File: src/rtl/rram_host_pkg.sv
// Shared types and opcode constants for the RRAM host-side FIFO bridge.
package rram_host_pkg;

    localparam int INSTR_W = 20;
    localparam int DATA_W  = 64;

    typedef logic [INSTR_W-1:0] instr_t;
    typedef logic [DATA_W-1:0]  data_t;

    localparam logic [3:0] OP_STORE    = 4'h4;
    localparam logic [3:0] OP_READ     = 4'h5;
    localparam logic [3:0] OP_STORE_HW = 4'h6;

endpackage

File: src/rtl/rram_fwft_fifo.sv
// First-word-fall-through circular buffer; head is forced to zero while empty.
module rram_fwft_fifo import rram_host_pkg::*; #(
    parameter int WIDTH = 64,
    parameter int DEPTH = 16
) (
    input  logic                       CLK,
    input  logic                       reset,
    input  logic                       wr_en,
    input  logic                       rd_en,
    input  logic [WIDTH-1:0]           din,
    output logic [WIDTH-1:0]           dout,
    output logic                       full,
    output logic                       empty,
    output logic [$clog2(DEPTH):0]     count,
    output logic                       overflow,
    output logic                       underflow
);

    localparam int AW = $clog2(DEPTH);
    localparam int CW = $clog2(DEPTH) + 1;

    logic [WIDTH-1:0] mem [DEPTH];
    logic [AW-1:0]    wr_ptr;
    logic [AW-1:0]    rd_ptr;
    logic [CW-1:0]    count_q;
    logic             do_wr;
    logic             do_rd;

    assign full      = (count_q == CW'(DEPTH));
    assign empty     = (count_q == '0);
    assign count     = count_q;
    assign do_wr     = wr_en & ~full;
    assign do_rd     = rd_en & ~empty;
    assign overflow  = wr_en & full;
    assign underflow = rd_en & empty;
    assign dout      = empty ? '0 : mem[rd_ptr];

    // Power-of-two depth lets the pointers wrap by natural overflow.
    always_ff @(posedge CLK) begin
        if (reset) begin
            wr_ptr  <= '0;
            rd_ptr  <= '0;
            count_q <= '0;
        end else begin
            if (do_wr) wr_ptr <= wr_ptr + AW'(1);
            if (do_rd) rd_ptr <= rd_ptr + AW'(1);
            case ({do_wr, do_rd})
                2'b10:   count_q <= count_q + CW'(1);
                2'b01:   count_q <= count_q - CW'(1);
                default: count_q <= count_q;
            endcase
        end
    end

    always_ff @(posedge CLK) begin
        if (do_wr) mem[wr_ptr] <= din;
    end

endmodule

File: src/rtl/rram_host_fifo_bridge.sv
// Host-side buffering for rram_controller_fsm: instruction/data FIFOs toward the
// controller, result FIFO back to the host, plus sticky protocol-error flags.
module rram_host_fifo_bridge import rram_host_pkg::*; #(
    parameter int INSTR_WIDTH   = 4,
    parameter int OPCODE_WIDTH  = 16,
    parameter int DATAIN_WIDTH  = 64,
    parameter int DATAOUT_WIDTH = 64,
    parameter int INST_DEPTH    = 8,
    parameter int DATA_DEPTH    = 16,
    parameter int OUT_DEPTH     = 16
) (
    input  logic                                CLK,
    input  logic                                reset,
    input  logic                                host_instr_valid,
    output logic                                host_instr_ready,
    input  logic [INSTR_WIDTH+OPCODE_WIDTH-1:0] host_instr,
    input  logic                                host_data_valid,
    output logic                                host_data_ready,
    input  logic [DATAIN_WIDTH-1:0]             host_data,
    output logic                                host_res_valid,
    input  logic                                host_res_ready,
    output logic [DATAOUT_WIDTH-1:0]            host_res,
    input  logic                                pop_n_instFIFO,
    output logic                                empty_instFIFO,
    output logic [INSTR_WIDTH+OPCODE_WIDTH-1:0] dout_instFIFO,
    input  logic                                pop_n_iFIFO,
    output logic                                empty_iFIFO,
    output logic [DATAIN_WIDTH-1:0]             dout_iFIFO,
    input  logic                                push_n_oFIFO,
    output logic                                full_oFIFO,
    input  logic [DATAOUT_WIDTH-1:0]            din_oFIFO,
    input  logic                                err_clr,
    output logic                                err_inst_underflow,
    output logic                                err_data_underflow,
    output logic                                err_out_overflow,
    output logic [$clog2(INST_DEPTH):0]         inst_count,
    output logic [$clog2(DATA_DEPTH):0]         data_count,
    output logic [$clog2(OUT_DEPTH):0]          out_count,
    output logic                                idle
);

    logic inst_full, data_full, out_empty;
    logic inst_udf, data_udf, out_ovf;
    logic inst_ovf_unused, data_ovf_unused, out_udf_unused;

    assign host_instr_ready = ~inst_full;
    assign host_data_ready  = ~data_full;
    assign host_res_valid   = ~out_empty;

    rram_fwft_fifo #(.WIDTH(INSTR_WIDTH+OPCODE_WIDTH), .DEPTH(INST_DEPTH)) u_inst_fifo (
        .CLK(CLK), .reset(reset),
        .wr_en(host_instr_valid & host_instr_ready), .rd_en(~pop_n_instFIFO),
        .din(host_instr), .dout(dout_instFIFO),
        .full(inst_full), .empty(empty_instFIFO), .count(inst_count),
        .overflow(inst_ovf_unused), .underflow(inst_udf)
    );

    rram_fwft_fifo #(.WIDTH(DATAIN_WIDTH), .DEPTH(DATA_DEPTH)) u_data_fifo (
        .CLK(CLK), .reset(reset),
        .wr_en(host_data_valid & host_data_ready), .rd_en(~pop_n_iFIFO),
        .din(host_data), .dout(dout_iFIFO),
        .full(data_full), .empty(empty_iFIFO), .count(data_count),
        .overflow(data_ovf_unused), .underflow(data_udf)
    );

    // The controller push is passed raw so the FIFO can flag a push into a full buffer.
    rram_fwft_fifo #(.WIDTH(DATAOUT_WIDTH), .DEPTH(OUT_DEPTH)) u_out_fifo (
        .CLK(CLK), .reset(reset),
        .wr_en(~push_n_oFIFO), .rd_en(host_res_ready & host_res_valid),
        .din(din_oFIFO), .dout(host_res),
        .full(full_oFIFO), .empty(out_empty), .count(out_count),
        .overflow(out_ovf), .underflow(out_udf_unused)
    );

    // A new error in the same cycle as err_clr keeps the flag set.
    always_ff @(posedge CLK) begin
        if (reset) begin
            err_inst_underflow <= 1'b0;
            err_data_underflow <= 1'b0;
            err_out_overflow   <= 1'b0;
        end else begin
            err_inst_underflow <= inst_udf | (err_inst_underflow & ~err_clr);
            err_data_underflow <= data_udf | (err_data_underflow & ~err_clr);
            err_out_overflow   <= out_ovf  | (err_out_overflow   & ~err_clr);
        end
    end

    assign idle = empty_instFIFO & empty_iFIFO & (out_count == '0);

endmodule
File: config.mk
export PLATFORM = sky130hd
export DESIGN_NAME = rram_host_fifo_bridge
export DESIGN_NICKNAME = d
export VERILOG_FILES = /design/src/rtl/rram_host_pkg.sv /design/src/rtl/rram_fwft_fifo.sv /design/src/rtl/rram_host_fifo_bridge.sv
export SDC_FILE = /design/constraint.sdc
export NUM_CORES = 2
export LEC_CHECK = 0
export BUFFER_PORTS_ARGS = -buffer_cell sky130_fd_sc_hd__buf_2
export CELL_PAD_IN_SITES_DETAIL_PLACEMENT = 1
export CELL_PAD_IN_SITES_GLOBAL_PLACEMENT = 2
export CORE_ASPECT_RATIO = 0.5
export CORE_UTILIZATION = 35
export DETAILED_ROUTE_END_ITERATION = 8
export PLACE_DENSITY_LB_ADDON = 0.1
export SKIP_CTS_REPAIR_TIMING = 1
export SLEW_MARGIN = 20
export SYNTH_ARGS = -nofsm -noshare
export SYNTH_HDL_FRONTEND = slang
export SYNTH_SLANG_ARGS = --single-unit
File: constraint.sdc
create_clock -name CLK -period 9 [get_ports CLK]
set_clock_uncertainty 0.1 [all_clocks]
set_input_delay 2.25 -clock CLK [delete_from_list [all_inputs] [get_ports CLK]]
set_output_delay 2.25 -clock CLK [all_outputs]
set_load 0.03 [all_outputs]
# Word-level counts from Yosys, hierarchy flattened
# Memory sizes are Yosys's and may differ from the RTL's. A register that Yosys moved wholly into a read port is not among the register bits.
# Cells that the tools add are included.
# word_totals
wordCells,90
ram_bits,2208
out_inout_bits,172
memories,3
register_bits,39
in_bits,157
# memory_table
name,words,width,rd,rd_ports_with_merged_regs,wr,line_no,text
u_data_fifo.mem,16,64,1,1,1,rram_fwft_fifo.sv:22,logic [WIDTH-1:0] mem [DEPTH];
u_out_fifo.mem,16,64,1,1,1,rram_fwft_fifo.sv:22,
u_inst_fifo.mem,8,20,1,1,1,rram_fwft_fifo.sv:22,
# op_classes
n_reduce_logical,6
eq_ne,9
n_addsub,12
muxes,18
bitwise_logic,30
# ops
operator,n
$mux W64,2
$add A4 B1 Y4 const B,5
$mux W20,1
$pmux W5 S2,2
$and A1 B1 Y1,17
$mux W4,4
$add A5 B1 Y5 const B,2
$eq A5 B5 Y1 const B,2
$logic_not A5 Y1,2
$not A1 Y1,10
$sub A5 B1 Y5 const B,2
$pmux W4 S2,1
$add A3 B1 Y3 const B,2
$eq A2 B1 Y1 const B,3
$eq A2 B2 Y1 const B,3
$mux W1,6
$mux W3,2
$reduce_bool A2 Y1,3
$eq A4 B4 Y1 const B,1
$logic_not A4 Y1,1
$sub A4 B1 Y4 const B,1
$or A1 B1 Y1,3

# Depth between registers and ports, before layout
# depth
depth_word,6
ltp_mapped,13
mapped_depth_nobuf,10

# Hierarchy
# A second synthesis with hierarchy kept.
# hier_totals
hier_cells,3730
hier_area_um2,86576.8
# by_module_without_submodules
module,area_per_inst_um2,cells_each,n_inst,seq_area_each_um2
rram_fwft_fifo at u_data_fifo ...,39821.9,1689,2,31089.8
rram_fwft_fifo at u_inst_fifo,6761.5,328,1,5064.9
rram_host_fifo_bridge,171.4,24,1,60.1

# Least setup slack after synthesis
# Ideal clock, no wire load.
# synth_timing
kind,in2reg
start,input port host_data_valid
end,memory u_data_fifo.mem[0][0] (enable)
setup_slack_ns,1.182
n_path_buf,0
stages,3
required_ns,8.335
t_arrival_ns,7.153
setup_time_ns,0.565
cell_sequence,a21boi_1 nand2_1 nor3_1
# synth_via
elab_chain_len,4
# synth_rtl
item,line_no,text
from (decl),rram_host_fifo_bridge.sv:17,"input logic host_data_valid,"
$and A1 B1 Y1,rram_host_fifo_bridge.sv:60,".wr_en(host_data_valid & host_data_ready), .rd_en(~pop_n_iFIFO),"
$and A1 B1 Y1,rram_fwft_fifo.sv:32,assign do_wr = wr_en & ~full;
$mux W1,rram_fwft_fifo.sv:56,if (do_wr) mem[wr_ptr] <= din;
$mux W1 (implied by the code),rram_fwft_fifo.sv:56,
to (decl),rram_fwft_fifo.sv:22,
# Every way passes these cells.

# Worst setup path after layout
# layout_timing
start,"register u_data_fifo.count_q[1], in the netlist u_data_fifo.count[1]"
end,output port dout_iFIFO[50]
# layout_via
elab_chain_len,2
# layout_rtl
item,line_no,text
from (decl),rram_fwft_fifo.sv:25,logic [CW-1:0] count_q;
from (signal assigned),rram_fwft_fifo.sv:48,2'b10: count_q <= count_q + CW'(1);
from (signal assigned),rram_fwft_fifo.sv:49,2'b01: count_q <= count_q - CW'(1);
from (signal assigned),rram_fwft_fifo.sv:50,default: count_q <= count_q;
$logic_not A5 Y1,rram_fwft_fifo.sv:30,assign empty = (count_q == '0);
$mux W64,rram_fwft_fifo.sv:36,assign dout = empty ? '0 : mem[rd_ptr];
to (decl),rram_host_fifo_bridge.sv:28,"output logic [DATAIN_WIDTH-1:0] dout_iFIFO,"
# Every way passes these cells.

==> flow_summary.json <==
{
  "status": "completed",
  "endpoint": "dout_iFIFO[50]",
  "die_w_microns": 702.9,
  "viasPerCell": 5.210,
  "grt_overflow": 0,
  "ir_drop_v": 0.0001626,
  "reg2regPathDepth": 6,
  "hp-class": "register to register",
  "maxCapViolCount": 0,
  "stdcell_count": 7594,
  "critPathKind": "register to output pin",
  "power.leakage_nw": 30.13,
  "reg2reg_slack_ns": 5.14,
  "hold_violations": 0,
  "place_hpwl_mm": 118.7,
  "post_synth_num_cell_types": 57,
  "timing.final.crit_share": 0.7165,
  "syn_avg_cell_area_sq_um": 23.09,
  "rsz0062_at_grt": "no",
  "synthFlopType": "edfxtp_1",
  "rows": 128,
  "coreArea_sq_um": 243800,
  "setup_violations": 0,
  "rr_startpoint": "u_data_fifo.count[2]",
  "hold_ws_ns": 0.3825,
  "crit_start": "u_data_fifo.count[1]",
  "r2r_end": "u_data_fifo.mem[6][14]",
  "netlist_area_sq_um": 85980,
  "first_iter_violations": 3024,
  "seqPwrFrac": 0.449,
  "antenna_left": 0,
  "p_sw_w": 0.008379,
  "area_growth_pct": 14.62,
  "cts_buffers": 215,
  "synth_nets": 3903,
  "vias": 39570,
  "seq_area_frac_synth": 0.7828,
  "dp.cells": 7207,
  "grt_pass1_wl_mm": 321.8,
  "cts_tree": "done",
  "gp_congestion": 0.6954,
  "io_pins": 329,
  "power_w": 0.02744,
  "layout-drive-gt1-share": 0.3064,
  "tns_ns": 0,
  "max_slew_margin": 0.2530,
  "post-route-drc-count": 0,
  "fp.dieH_microns": 352.5,
  "yosys_warnings": 0,
  "pwr-share-comb": 0.235,
  "finalNetCount": 4354,
  "yosys-top-cells-area": "edfxtp_1, mux4_2, mux2i_1",
  "netlist_top_cells_count": "edfxtp_1, mux4_2, mux2i_1, buf_2, nor2_1",
  "yosysTopAreaCell": "edfxtp_1",
  "root_buffer": "clkbuf_16",
  "start_util": 0.3527,
  "fillCellCount": 22670,
  "endpoint_kind": "output pin",
  "required_ns": 6.65,
  "numPortBuffers": 328,
  "worstPathArrival_ns": 4.10,
  "clk_latency_ns": 0.84,
  "slew_violations": 0,
  "wl_per_cell_microns": 29.67,
  "clockBufferDepth": 4,
  "cts_max_level": 4,
  "grt_max_degree": 126,
  "cellInternalPower_w": 0.01906,
  "wl_mm": 225.4,
  "synth_top_area_share": 0.7712,
  "dieArea_sq_um": 247800,
  "clock_sinks": 2258,
  "tightest_slew_ns": 1.121,
  "swShare": 0.3054,
  "antenna_found_initial": 39,
  "path_clk_slew_ns": 0.06,
  "period_needed_ns": 6.448,
  "synth-seq-cells": 2258,
  "grt_pass1_vias": 43320,
  "first_pass_iters": 5,
  "synth_edf_count": 2208,
  "worst-path-max-fanout": 28,
  "synthArstFlopShare": 0,
  "yosysMostFrequentCell": "edfxtp_1",
  "clockPowerShare": 0.316,
  "synthesis.instances": 3723,
  "grt_usage": 0.1809,
  "cellPowerDensity_nw_per_um2": 278.4,
  "startpoint_type": "register",
  "fmax_mhz": 155.1
}
==> power by group through the flow <==
stage	clock network, W	registers, W	logic, W
3_5_place_dp	0	0.0126	0.00667
2_1_floorplan	0	0.0124	0.00438
4_1_cts	0.00895	0.0123	0.00669
3_3_place_gp	0	0.0125	0.00666
6_report	0.00868	0.0123	0.00644
5_1_grt	0.00933	0.0124	0.00689
==> cells by family after synthesis <==
| group | count (synthesis) | share of synthesized area |
|---|---|---|
| AOI/OAI and AO/OA | 237 | 0.01752 |
| xor gates and xnor gates | 23 | 0.002343 |
| adders and majority gates | 23 | 0.003434 |
| buffers and inverters | 216 | 0.01183 |
| DFF | 2258 | 0.7828 |
| muxes | 785 | 0.1717 |
| and+or+nand+nor | 181 | 0.01032 |
==> state kept, by name, indices dropped and copies added, names as in the netlist, 5 cells and up, named ones only <==
signal and flops:
u_data_fifo.mem 1024, u_out_fifo.count 5, u_data_fifo.count 5, u_inst_fifo.mem 160, u_out_fifo.mem 1024
==> placed cells by master (no fill, tap or decap), types with 3 or more instances in the layout <==
cell type	netlist	layout
bufinv_16	0	12
or3_1	3	3
a21oi_1	26	22
mux4_2	552	552
nand2_1	25	23
nor2_1	85	61
a21oi_2	0	3
buf_12	0	12
buf_4	18	88
diode_2	0	6
nor3_2	0	10
and3_1	4	4
clkinv_1	0	51
dfxtp_1	50	42
mux2i_1	232	232
o22ai_1	80	80
a22oi_1	51	51
a221oi_1	3	3
inv_1	19	19
nand3_1	10	10
xnor2_1	9	9
buf_2	92	328
or4_1	3	3
o211ai_1	4	4
o21ai_1	4	4
nand2b_1	19	17
ha_1	22	22
nor4_4	1	3
xor2_1	14	14
edfxtp_1	2208	2208
clkbuf_16	0	219
clkinvlp_4	0	6
nor2_4	0	24
clkbuf_1	62	48
dfxtp_4	0	6
o21ai_0	52	52
nor3_1	15	5
nor3b_1	3	3
clkinv_2	0	41
==> worst max-delay path: stages (launching register included) <==
cell     delay (ns)
dfxtp_1        0.41
nor4_4         0.80
nand2_1        0.33
nand2_4        0.58
buf_4          0.60
o22ai_1        0.25
buf_2          0.25
==> stage by stage <==
step                setup slack, ns  area, sq um    util
floorplan                     1.182        85980       -
global placement              3.229        91980  0.3774
detailed placement            3.247        92020  0.3775
CTS                           2.316        98530  0.4042
global route                  2.281        98540  0.4043
finish                        2.552        98550  0.4043
==> routing by layer <==
metal / part of all wire / global-route usage / vias to the layer above
met2: 0.51 / 0.3157 / 651
met1: 0.44 / 0.2441 / 21860
met3: 0.035 / 0.02696 / 294
met5: 0.00043 / 0 / -
met4: 0.016 / 0.02970 / 14
li1: - / - / 16740
==> worst min-delay path by stage <==
stage / slack [ns] / depth (start not counted) / end / startpoint
global placement: 0.36 / 2 / err_inst_underflow / err_inst_underflow
CTS: 0.38 / 2 / err_inst_underflow / err_inst_underflow
detailed placement: 0.37 / 2 / err_inst_underflow / err_inst_underflow
floorplan: 0.36 / 2 / u_inst_fifo.wr_ptr[0] / u_inst_fifo.wr_ptr[0]
global route: 0.40 / 2 / err_inst_underflow / err_inst_underflow
finish: 0.38 / 2 / err_inst_underflow / err_inst_underflow
==> area by class of cell <==
cell class / count / area, sq um / share of cell area
timing repair buffer: 430 / 2581 / 0.02619
clock inverter: 114 / 852.1 / 0.008646
sequential: 2258 / 67330 / 0.6832
inverter: 20 / 75.07 / 0.0007618
clock buffer: 267 / 5660 / 0.05744
tap: 3250 / 4066 / 0.04126
antenna: 6 / 15.01 / 0.0001524
multi-input combinational: 1249 / 17970 / 0.1824
(Power assumes the default switching activity.)
